===== src/rtl/thread_register_file.sv =====
// Per-thread 16-entry register file for one SIMT lane; R13..R15 hold blockIdx, blockDim and threadIdx.
// Optional REGISTER_FILE_DEBUG_EN adds a combinational debug read port.
module thread_register_file #(
    parameter int THREADS_PER_BLOCK = 4,
    parameter int THREAD_ID         = 0,
    parameter int DATA_BITS         = 8
) (
    input  logic                 clock,
    input  logic                 reset,
    input  logic                 enable,
    input  logic [DATA_BITS-1:0] block_id,
    input  logic [2:0]           core_state,
    input  logic [3:0]           decoded_rs_address,
    input  logic [3:0]           decoded_rt_address,
    input  logic [3:0]           decoded_rd_address,
    input  logic                 decoded_reg_write_enable,
    input  logic [1:0]           decoded_reg_input_mux,
    input  logic [DATA_BITS-1:0] decoded_immediate,
    input  logic [DATA_BITS-1:0] alu_out,
    input  logic [DATA_BITS-1:0] lsu_out,
`ifdef REGISTER_FILE_DEBUG_EN
    input  logic [3:0]           debug_address,
    output logic [DATA_BITS-1:0] debug_data,
`endif
    output logic [DATA_BITS-1:0] rs,
    output logic [DATA_BITS-1:0] rt
);

    localparam logic [2:0] ST_REQUEST = 3'd3;
    localparam logic [2:0] ST_UPDATE  = 3'd6;

    localparam logic [1:0] MUX_ARITH = 2'd0;
    localparam logic [1:0] MUX_MEM   = 2'd1;
    localparam logic [1:0] MUX_CONST = 2'd2;

    localparam int NUM_GP = 13;

    localparam logic [DATA_BITS-1:0] BLOCK_DIM  = DATA_BITS'(THREADS_PER_BLOCK);
    localparam logic [DATA_BITS-1:0] THREAD_IDX = DATA_BITS'(THREAD_ID);

    logic [DATA_BITS-1:0] gp_regs [NUM_GP];
    logic [DATA_BITS-1:0] block_idx;
    logic [DATA_BITS-1:0] reg_view [16];

    logic                 wr_valid;
    logic [DATA_BITS-1:0] wr_data;
    logic                 rd_capture;

    // Flat 16-entry view so reads decode the full 4-bit address with no aliasing.
    always_comb begin
        for (int i = 0; i < NUM_GP; i++) begin
            reg_view[i] = gp_regs[i];
        end
        reg_view[13] = block_idx;
        reg_view[14] = BLOCK_DIM;
        reg_view[15] = THREAD_IDX;
    end

    always_comb begin
        wr_data  = '0;
        wr_valid = 1'b0;
        case (decoded_reg_input_mux)
            MUX_ARITH: wr_data = alu_out;
            MUX_MEM:   wr_data = lsu_out;
            MUX_CONST: wr_data = decoded_immediate;
            default:   wr_data = '0;
        endcase
        if (enable && (core_state == ST_UPDATE) && decoded_reg_write_enable &&
            (decoded_rd_address < 4'(NUM_GP)) && (decoded_reg_input_mux != 2'd3)) begin
            wr_valid = 1'b1;
        end
    end

    assign rd_capture = enable && (core_state == ST_REQUEST);

    always_ff @(posedge clock or negedge reset) begin
        if (!reset) begin
            for (int i = 0; i < NUM_GP; i++) begin
                gp_regs[i] <= '0;
            end
        end else begin
            for (int i = 0; i < NUM_GP; i++) begin
                if (wr_valid && (decoded_rd_address == 4'(i))) begin
                    gp_regs[i] <= wr_data;
                end
            end
        end
    end

    // blockIdx tracks the dispatcher every cycle, regardless of lane activity.
    always_ff @(posedge clock or negedge reset) begin
        if (!reset) begin
            block_idx <= '0;
        end else begin
            block_idx <= block_id;
        end
    end

    always_ff @(posedge clock or negedge reset) begin
        if (!reset) begin
            rs <= '0;
            rt <= '0;
        end else if (rd_capture) begin
            rs <= reg_view[decoded_rs_address];
            rt <= reg_view[decoded_rt_address];
        end
    end

`ifdef REGISTER_FILE_DEBUG_EN
    assign debug_data = reg_view[debug_address];
`endif

endmodule


===== config.mk =====
export PLATFORM = sky130hd
export DESIGN_NAME = thread_register_file
export DESIGN_NICKNAME = d
export VERILOG_FILES = /design/src/rtl/thread_register_file.sv
export SDC_FILE = /design/constraint.sdc
export NUM_CORES = 1
export LEC_CHECK = 0
export BUFFER_PORTS_ARGS = -buffer_cell sky130_fd_sc_hd__buf_2
export CORE_ASPECT_RATIO = 0.6
export CORE_MARGIN = 4
export CORE_UTILIZATION = 40
export DETAILED_ROUTE_END_ITERATION = 16
export HOLD_SLACK_MARGIN = 0.05
export PLACE_DENSITY = 0.6
export SYNTH_ARGS = -nofsm -noshare
export SYNTH_HDL_FRONTEND = slang
export SYNTH_SLANG_ARGS = --single-unit

===== constraint.sdc =====
create_clock -name clock -period 1.99 [get_ports clock]
set_input_delay 0.199 -clock clock [delete_from_list [all_inputs] [get_ports clock]]
set_output_delay 0.199 -clock clock [all_outputs]
set_load 0.05 [all_outputs]

==> results.toml <==
[layout]
seq_area_um2 = 3200
nNetsFinal = 733
area_taken_by_multi_input_logic_gates_um2 = 3330
area_growth_pct = 20.2
final_layout_size_suffix_gt1_frac = 0.336
n_antenna_cell = 0
fillers = 1458

[synth]
synth.avg_cell_area_um2 = 11.4
synthDistinctLibCells = 36
synth_seq_cells = 128
yosysWarningCount = 0
sequential_share_of_the_synthesized_area = 0.466
synth_fp_nets = 657
post_synth_instance_area_um2 = 6880
netlist_instances = 604

[place]
dpl.hpwl_um = 13600
gpl.final_weighted_congestion = 0.846
numPortBuffers = 68

[floorplanning]
dieArea_um2 = 19400
coreArea_um2 = 16500
num_rows = 36
start_util = 0.416
num_io_pins = 69
die_h_um = 110
chipWidth_um = 177

[clocking]
htreeDepth = 4
cts_made_buffers = 17
postCtsSetupRepairBufs = 0
clk_transition_reported_paths_ps = 50
clock_tree_from_tritoncts = "done"
clock_tree_root_driver_cell = "sky130_fd_sc_hd__clkbuf_16"
clkLatencyLatePin_ps = 410
post_cts_resized = 0
clock_sinks = 128
cts-hold-fix-buffers = 9
deepest_clock_path_buffer_count = 2

[worst_hold_path]
hold_start = "decoded_rt_address[3]"
hp-class = "primary input to flop"
hold_ep = "rt[2]"
number_of_cells_on_the_worst_hold_path = 3

[critical_path]
setup.reg_to_reg.worst_slack_ps = 460
path_cells = "mux4_2 -> mux2_2 -> a22oi_1 -> nand2_1"
worstReg2RegEnd = "rt[2]"
rr_startpoint = "gp_regs[74]"
cp_max_fo = 3
cpMaxStageDelayCell = "sky130_fd_sc_hd__mux4_2"
cp_slowest_stage_delay_ps = 480
startpoint_type = "flop"
worst-setup-path-type = "flop to flop"
critPathCaptureType = "flop"
cp.required_ps = 2280
worstPathArrival_ps = 1810
depth_of_the_worst_register_to_register_path = 4

[pwr]
total_leakage_power_nw = 3.66
power_frac_clock = 0.460
vdd_drop_max_mv = 0.641
share_seq_of_total_power = 0.391
switching_share = 0.263
share_comb_of_total_power = 0.149
total_power_mw = 7.47
power.density_nw_per_um2 = 905
power.switching_mw = 1.96
cell_internal_pwr_mw = 5.51

[sta]
slew_violations = 0
measured_slew_at_the_worst_slew_check_pin_ps = 530
timing_hold_violations_final = 0
setup_viol = 0
period_share = 0.766
clock.fmax_ghz = 0.656
grt_setup_unrepaired = "no"
layout_min_cycle_time_ps = 1530
fin_skew_ps = 9.00
slew_headroom = 0.646
fin_hold_ws_ps = 227
setup-tns-final_ps = 0

[grt]
use_met3 = 0.0347
grt_first_pass_wirelength_um = 29700
globalRoute.busiestLayer = "met2"
met1_usage = 0.294
grt_resource_usage_total = 0.203
antenna_found_initial = 0
met2_routing_resource_usage_after_global_routing = 0.324
first_global_vias = 5253
grt_start_max_net_pins = 40
globalRoute.totalOverflow = 0

[routing]
wl_um = 18900
drt_drc_violations_left = 0
routedWlPerCell_um = 20.5
first_pass_iters = 5
vias = 5201
drt_iter0_drc = 425
antenna_left = 0
drt-vias-per-instance = 5.65

[flow_run]
cap_violations = 0

[status]
outcome = "complete, no violations"
-- worst max-delay path by stage --
stage                                      from          end  slack, ps  cells past startpoint
final                               gp_regs[74]        rt[2]        460                      4
after global routing                gp_regs[74]        rt[2]        440                      4
after CTS                           gp_regs[74]        rt[2]        480                      4
after detailed placement                 enable  gp_regs[25]        250                      7
after global placement                   enable   gp_regs[7]        300                      5
after floorplan           decoded_rt_address[0]        rt[2]        230                      6
-- sequential cells by signal, indices dropped and copies added, names as in the netlist --
| name | count |
|---|---|
| rs | 8 |
| rt | 8 |
| block_idx | 8 |
| gp_regs | 104 |
-- kinds of logic (layout without fill, tap and decap cells) --
family | count (synthesis) | in the layout | synth area share
simple gates | 171 | 171 | 0.130
compound gates | 160 | 160 | 0.144
flops | 128 | 128 | 0.466
mux | 88 | 88 | 0.211
buf+inv | 57 | 146 | 0.0491
-- layout make-up --
cell class | instances | area share
multi-input cells | 419 | 0.403
flip-flops and latches | 128 | 0.388
repair buffers | 114 | 0.0951
clock buffers | 22 | 0.0574
well taps | 228 | 0.0345
clock inverters | 10 | 0.0220
-- cell usage in the layout (no fill, tap or decap), types with 5 or more instances in the layout --
cell type / count
sky130_fd_sc_hd__nand3b_1: 5
sky130_fd_sc_hd__buf_2: 67
sky130_fd_sc_hd__o21ai_0: 23
sky130_fd_sc_hd__o21ai_2: 28
sky130_fd_sc_hd__nand2_2: 9
sky130_fd_sc_hd__dfrtp_1: 128
sky130_fd_sc_hd__mux4_2: 45
sky130_fd_sc_hd__a21oi_1: 68
sky130_fd_sc_hd__nor2_1: 60
sky130_fd_sc_hd__buf_12: 6
sky130_fd_sc_hd__nand2b_1: 6
sky130_fd_sc_hd__clkbuf_16: 17
sky130_fd_sc_hd__buf_4: 32
sky130_fd_sc_hd__nor4_4: 6
sky130_fd_sc_hd__nor2b_1: 13
sky130_fd_sc_hd__bufinv_16: 5
sky130_fd_sc_hd__mux2i_1: 39
sky130_fd_sc_hd__o211ai_1: 15
sky130_fd_sc_hd__nand2_1: 57
sky130_fd_sc_hd__o21ai_1: 7
sky130_fd_sc_hd__o22ai_1: 12
sky130_fd_sc_hd__dlygate4sd3_1: 9
-- cells in the mapped netlist (all sizes together) --
library cell  number  area share
a21o               1      0.0022
a21oi             68       0.050
a22oi              1      0.0011
and4b              1      0.0015
buf               34       0.036
clkbuf            23       0.013
dfrtp            128        0.47
mux2               4      0.0066
mux2i             39       0.057
mux4              45        0.15
nand2             66       0.039
nand2b             6      0.0055
nand3              3      0.0022
nand3b             5      0.0055
nand4              1     0.00091
nand4b             1      0.0013
nor2              60       0.033
nor2b             13       0.012
nor4               6       0.019
o2111ai            4      0.0051
o211ai            15       0.016
o21ai             58       0.058
o221ai             1      0.0013
o22ai             12       0.011
or2                2      0.0018
or4                7      0.0093
-- power groups by stage --
stage | Sequential (mW) | Clock [mW] | Combinational [mW]
floorplan | 3.15 | 0 | 0.517
global placement | 2.95 | 0 | 1.09
detailed placement | 2.96 | 0 | 1.11
CTS | 2.92 | 3.48 | 1.12
global route | 2.94 | 3.61 | 1.20
finish | 2.92 | 3.44 | 1.11
-- worst max-delay path, delay by kind of cell (launching register included) --
family,cells,cell delay [ps]
muxes,2,760
DFF,1,420
and+or+nand+nor,1,70
AOI/OAI and AO/OA,1,160
-- routing by layer --
layer,routed length [um],vias to the layer above
li1,-,2368
met3,1170,22
met4,190,0
met1,8770,2624
met2,8730,187
met5,0,-
-- metrics by stage --
step                cells  utilization  setup slack, ps  area (um2)
detailed placement    880        0.455              247        7520
CTS                   921        0.500              481        8260
finish                921        0.500              465        8260
global placement      880        0.455              300        7520
floorplan             604            -              232        6880
global route          921        0.500              440        8260
(Power assumes the default switching activity.)
